==> src/rtl/otter_cache_ctrl.sv <==
// Miss-handling sequencer for the OTTER direct-mapped, write-back, write-allocate data cache.
// Stalls the pipeline on a miss, writes back a dirty victim, fills the line, then re-looks-up.
module otter_cache_ctrl #(
    parameter int unsigned WORDS_PER_LINE = 4,
    parameter int unsigned IDX_W          = $clog2(WORDS_PER_LINE),
    parameter int unsigned CNT_W          = 16
) (
    input  logic             CC_CLK,
    input  logic             CC_RESET_N,
    input  logic             CC_REQ,
    input  logic             CC_WE,
    input  logic             CC_HIT,
    input  logic             CC_DIRTY,
    input  logic             CC_MEM_ACK,
    output logic             CC_STALL,
    output logic             CC_MEM_RD,
    output logic             CC_MEM_WR,
    output logic             CC_SEL_VICTIM,
    output logic [IDX_W-1:0] CC_WORD_IDX,
    output logic             CC_LINE_WE,
    output logic             CC_TAG_WE,
    output logic             CC_SET_DIRTY,
    output logic [CNT_W-1:0] CC_MISS_CNT
);

    localparam logic [1:0] S_IDLE = 2'd0;
    localparam logic [1:0] S_WB   = 2'd1;
    localparam logic [1:0] S_FILL = 2'd2;
    localparam logic [1:0] S_DONE = 2'd3;

    localparam logic [IDX_W-1:0] LAST_BEAT = IDX_W'(WORDS_PER_LINE - 1);

    logic [1:0]       state_q, state_d;
    logic [IDX_W-1:0] beat_q, beat_d;
    logic [CNT_W-1:0] miss_q, miss_d;

    logic             stall, mem_rd, mem_wr, sel_victim, line_we, tag_we, set_dirty;
    logic [IDX_W-1:0] word_idx;

    always_comb begin
        state_d    = state_q;
        beat_d     = beat_q;
        miss_d     = miss_q;
        stall      = 1'b0;
        mem_rd     = 1'b0;
        mem_wr     = 1'b0;
        sel_victim = 1'b0;
        line_we    = 1'b0;
        tag_we     = 1'b0;
        set_dirty  = 1'b0;
        word_idx   = '0;

        case (state_q)
            S_IDLE: begin
                if (CC_REQ) begin
                    if (CC_HIT) begin
                        set_dirty = CC_WE;
                    end else begin
                        stall   = 1'b1;
                        beat_d  = '0;
                        if (miss_q != '1) begin
                            miss_d = miss_q + 1'b1;
                        end
                        state_d = CC_DIRTY ? S_WB : S_FILL;
                    end
                end
            end
            S_WB: begin
                stall      = 1'b1;
                mem_wr     = 1'b1;
                sel_victim = 1'b1;
                word_idx   = beat_q;
                if (CC_MEM_ACK) begin
                    if (beat_q == LAST_BEAT) begin
                        beat_d  = '0;
                        state_d = S_FILL;
                    end else begin
                        beat_d = beat_q + 1'b1;
                    end
                end
            end
            S_FILL: begin
                stall    = 1'b1;
                mem_rd   = 1'b1;
                word_idx = beat_q;
                line_we  = CC_MEM_ACK;
                if (CC_MEM_ACK) begin
                    if (beat_q == LAST_BEAT) begin
                        tag_we  = 1'b1;
                        beat_d  = '0;
                        state_d = S_DONE;
                    end else begin
                        beat_d = beat_q + 1'b1;
                    end
                end
            end
            S_DONE: begin
                // Arrays re-read the freshly filled line before the request is retried.
                stall   = 1'b1;
                state_d = S_IDLE;
            end
            default: state_d = S_IDLE;
        endcase
    end

    always_ff @(posedge CC_CLK) begin
        if (!CC_RESET_N) begin
            state_q <= S_IDLE;
            beat_q  <= '0;
            miss_q  <= '0;
        end else begin
            state_q <= state_d;
            beat_q  <= beat_d;
            miss_q  <= miss_d;
        end
    end

    // Reset masks every output immediately, not just from the next edge.
    assign CC_STALL      = CC_RESET_N & stall;
    assign CC_MEM_RD     = CC_RESET_N & mem_rd;
    assign CC_MEM_WR     = CC_RESET_N & mem_wr;
    assign CC_SEL_VICTIM = CC_RESET_N & sel_victim;
    assign CC_LINE_WE    = CC_RESET_N & line_we;
    assign CC_TAG_WE     = CC_RESET_N & tag_we;
    assign CC_SET_DIRTY  = CC_RESET_N & set_dirty;
    assign CC_WORD_IDX   = CC_RESET_N ? word_idx : '0;
    assign CC_MISS_CNT   = CC_RESET_N ? miss_q : '0;

endmodule

==> config.mk <==
export PLATFORM = sky130hd
export DESIGN_NAME = otter_cache_ctrl
export DESIGN_NICKNAME = d
export VERILOG_FILES = /design/src/rtl/otter_cache_ctrl.sv
export SDC_FILE = /design/constraint.sdc
export NUM_CORES = 1
export LEC_CHECK = 0
export CORE_UTILIZATION = 35
export DETAILED_ROUTE_END_ITERATION = 12
export HOLD_SLACK_MARGIN = 0.02
export SYNTH_ARGS = -nofsm -noshare
export SYNTH_HDL_FRONTEND = slang
export SYNTH_SLANG_ARGS = --single-unit
==> constraint.sdc <==
create_clock -name CC_CLK -period 2.36 [get_ports CC_CLK]
set_clock_uncertainty 0.15 [all_clocks]
set_input_delay 0.236 -clock CC_CLK [delete_from_list [all_inputs] [get_ports CC_CLK]]
set_output_delay 0.236 -clock CC_CLK [all_outputs]
set_load 0.1 [all_outputs]
==> parameters.txt <==
Parameter                              Value

Logic synthesis
  Number of instances in the synthesized netlist ... 157
  Post-synthesis instance area ... ~0.0013 mm^2
  Main flop type after synthesis ... sky130_fd_sc_hd__dfxtp_1
  Most area-consuming cells after synthesis ... sky130_fd_sc_hd__dfxtp_1 (31%), sky130_fd_sc_hd__and2_1 (8.6%), sky130_fd_sc_hd__ha_1 (6.7%)
  Number of synthesized register bits ... 20
  Register area share after synthesis ... 0.306
  Yosys warnings ... 0
  Count of flip-flops with a built-in enable after synthesis ... 0
  Unique cell type count in the Yosys netlist ... 34
  Synth area leader ... sky130_fd_sc_hd__dfxtp_1
  Async S/R FF share, synth ... 0
  Share of the synthesized area in the top cell type ... 0.306
  Synthesized netlist net count ... between 150 and 200
  Avg Cell Area, Syn ... 8.34 um^2

Setup path
  Critical-path maximum fanout ... 6
  Number of gates on the worst path with buffers counted ... 6
  Number of cell instances on the worst register-to-register path ... 6
  Number of buffers and inverters on the critical path ... 1
  Start-to-end type of the worst setup path ... reg -> reg
  Delay-heaviest family, CP ... simple AND/OR/NAND/NOR gates
  Worst Path Required ... 2.37 ns
  Critical Path End Type ... flip-flop
  Launch point of the worst reg-to-reg path ... state_q[0]
  Setup slack of the most critical reg-to-reg path ... between 0.15 and 0.2 ns
  Worst path arrival time ... 2.19 ns
  Max stage delay on crit path ... roughly 0.37 ns
  Slowest library cell on the worst path ... sky130_fd_sc_hd__nor4b_1
  CP cell instances ... inv_1 > ha_1 > and3b_1 > nand3_1 > nor4b_1 > mux2_2
  First element of the critical path ... state_q[0]
  Kind of start point of the critical path ... flip-flop

Power
  Power Dens Cells ... between 600 and 700 mW/mm^2
  Relative contribution of the clock network to total power ... 0.213
  Sw Ratio ... 0.406
  Net switching power of the design ... between 500 and 600 uW
  Internal Power ... 739 uW
  Proportion of power drawn by combinational gates ... 0.475
  LEAKAGE ... 0.000780 uW
  Peak supply drop ... just under 600 uV
  Sequential share of power ... 0.312

Layout
  Ratio of cells with drive above 1 in the final layout ... 0.246
  Most frequent cells in the layout ... sky130_fd_sc_hd__buf_12 (25), sky130_fd_sc_hd__dfxtp_1 (20), sky130_fd_sc_hd__and2_1 (18)
  Count of inserted antenna diode cells ... 0
  Layout Area Growth over Synthesis ... 53.1%
  Net total in the final layout ... approximately 210
  Filler instances ... about 340
  Final core area utilization ... 0.578
  Most common cell after layout, fill and taps aside ... sky130_fd_sc_hd__buf_12

Min path
  Start point of the worst hold path ... state_q[1]
  Type of the tightest min-delay check ... reg -> reg
  Hold-critical path depth ... 2

CTS
  Clk Tree Root Cell ... sky130_fd_sc_hd__clkbuf_8
  Cells resized by post-CTS repair ... 0
  Deepest level of the CTS H-tree ... 1
  Clock sink count ... 20
  Clock slew at reported path FFs ... 0.08 ns
  Number of buffers on the longest clock path ... 2
  Buffers inserted during post-CTS setup optimization ... 0
  Number of buffers added by the clock tree synthesis step ... 3
  Hold-fix buffers at CTS ... 0
  CTS tree ... done
  Source-to-sink clock delay at the later pin of the worst-skew pair ... 0.26 ns

Placed design
  Pre-CTS setup slack ... ~0.12 ns
  Count of port buffers added during placement ... 31
  GPL Wtd Cong ... 0.852
  Estimated wirelength of the detail-placed design ... 2510 um

Timing
  Max Fclk ... 458 MHz
  Final worst setup slack ... 0.175 ns
  Number of pins with negative max-slew slack in the final report ... 0
  Sum Neg Setup Slack ... 0 ns
  Shortest clock period the worst path allows after layout ... ~2.2 ns
  Count of endpoints failing setup in the final report ... 0
  Portion of the clock cycle consumed by the worst path in the final layout ... 0.926
  Total count of hold-check failures in the final report ... 0
  Slew at the pin closest to its max-slew limit ... 0.576 ns
  RSZ-0062 raised after global routing ... false
  Rel. slew slack ... 0.616

Die
  Die boundary height ... 63.2 um
  Die outline area ... 0.00399 mm^2
  Core Region ... 0.00347 mm^2
  Horiz. Die Dim ... ~63 um
  Number of placement rows ... 21
  Initial core utilization ... 0.377
  Boundary Pins ... 32

Detailed routing
  Post-detailed-route DRC marker count ... 0
  Detailed router's first-iteration violation count ... 110
  Via count ... 1321
  Routed wire length ... 3320 um
  Number of vias per cell ... 5.57
  Post-route ant nets ... 0
  DR pass1 iterations ... 4
  Wirelength per Cell ... between 10 and 15 um

Global route
  Initial antenna violation count ... 0
  Grt ovf ... 0
  Largest net degree at the start of global routing ... 14
  Number of global-route vias before repair ... 1271
  Overall global routing resource usage ... 0.180
  First-pass GRT wire length ... between 5000 and 6000 um

Flow run
  # Max-Cap Violations ... 0

Status
  Result of the run ... complete, no violations
## cell type report
cell class              count  area [um^2]  share of cell area
repair buffers             37          606               0.302
well taps                  46         57.6              0.0287
multi-input cells         124          862               0.430
inverters                   6         22.5              0.0112
flip-flops and latches     20          400               0.200
clock buffers               4         55.1              0.0275
## power by group through the flow
stage	clock (uW)	sequential, uW	combinational [uW]
floorplan	0	391	419
global placement	0	395	568
detailed placement	0	395	585
CTS	272	388	587
global route	291	395	626
finish	265	388	591
## final timing paths
kind | end
worst max-delay path | miss_q[14]
worst min-delay path | state_q[1]
worst max register to register | miss_q[14]
worst min register to register | state_q[1]
## state kept, by name, indices dropped and copies added (netlist names)
register  count
beat_q        2
miss_q       16
state_q       2
## layer usage
metal / routed length (um) / vias to the layer above / GRT usage
met1: 1470 / 636 / 0.214
met5: 0 / - / 0
met3: 162 / 4 / 0.0399
met2: 1650 / 39 / 0.302
li1: - / 642 / -
met4: 42 / 0 / 0.0901
## Yosys cell counts (5+ instances only)
cell type                   n
sky130_fd_sc_hd__dfxtp_1   20
sky130_fd_sc_hd__nand2_1   10
sky130_fd_sc_hd__and2_1    18
sky130_fd_sc_hd__o31ai_1    7
sky130_fd_sc_hd__nor2_1    14
sky130_fd_sc_hd__clkbuf_1   5
sky130_fd_sc_hd__ha_1       7
sky130_fd_sc_hd__or4_1      7
sky130_fd_sc_hd__inv_1      6
sky130_fd_sc_hd__and3_1     5
sky130_fd_sc_hd__mux2i_1    5
sky130_fd_sc_hd__a21oi_1   10
sky130_fd_sc_hd__nand3_1    7
sky130_fd_sc_hd__mux2_2     5
## cell families after synthesis
kind of cell	Yosys count	share of synthesized area
and+or+nand+nor	82	0.379
AOI/OAI and AO/OA	24	0.118
DFF	20	0.306
buffers and inverters	13	0.0411
muxes	11	0.0899
adders and majority gates	7	0.0669
## worst register-to-register path: stages, from the launching register on
cell	delay, ns
sky130_fd_sc_hd__dfxtp_1	0.33
sky130_fd_sc_hd__inv_1	0.11
sky130_fd_sc_hd__ha_1	0.28
sky130_fd_sc_hd__and3b_1	0.26
sky130_fd_sc_hd__nand3_1	0.21
sky130_fd_sc_hd__nor4b_1	0.37
sky130_fd_sc_hd__mux2_2	0.37
## metrics by stage
step | instance area [um^2] | power, uW | hold WS, ns | std cells
floorplan | 1320 | 810 | 0.323 | 157
CTS | 2000 | 1250 | 0.382 | 237
global placement | 1950 | 963 | 0.353 | 233
global route | 2000 | 1310 | 0.407 | 237
finish | 2000 | 1240 | 0.376 | 237
detailed placement | 1950 | 980 | 0.371 | 233
Note: power is estimated with default switching activity, not from simulation.
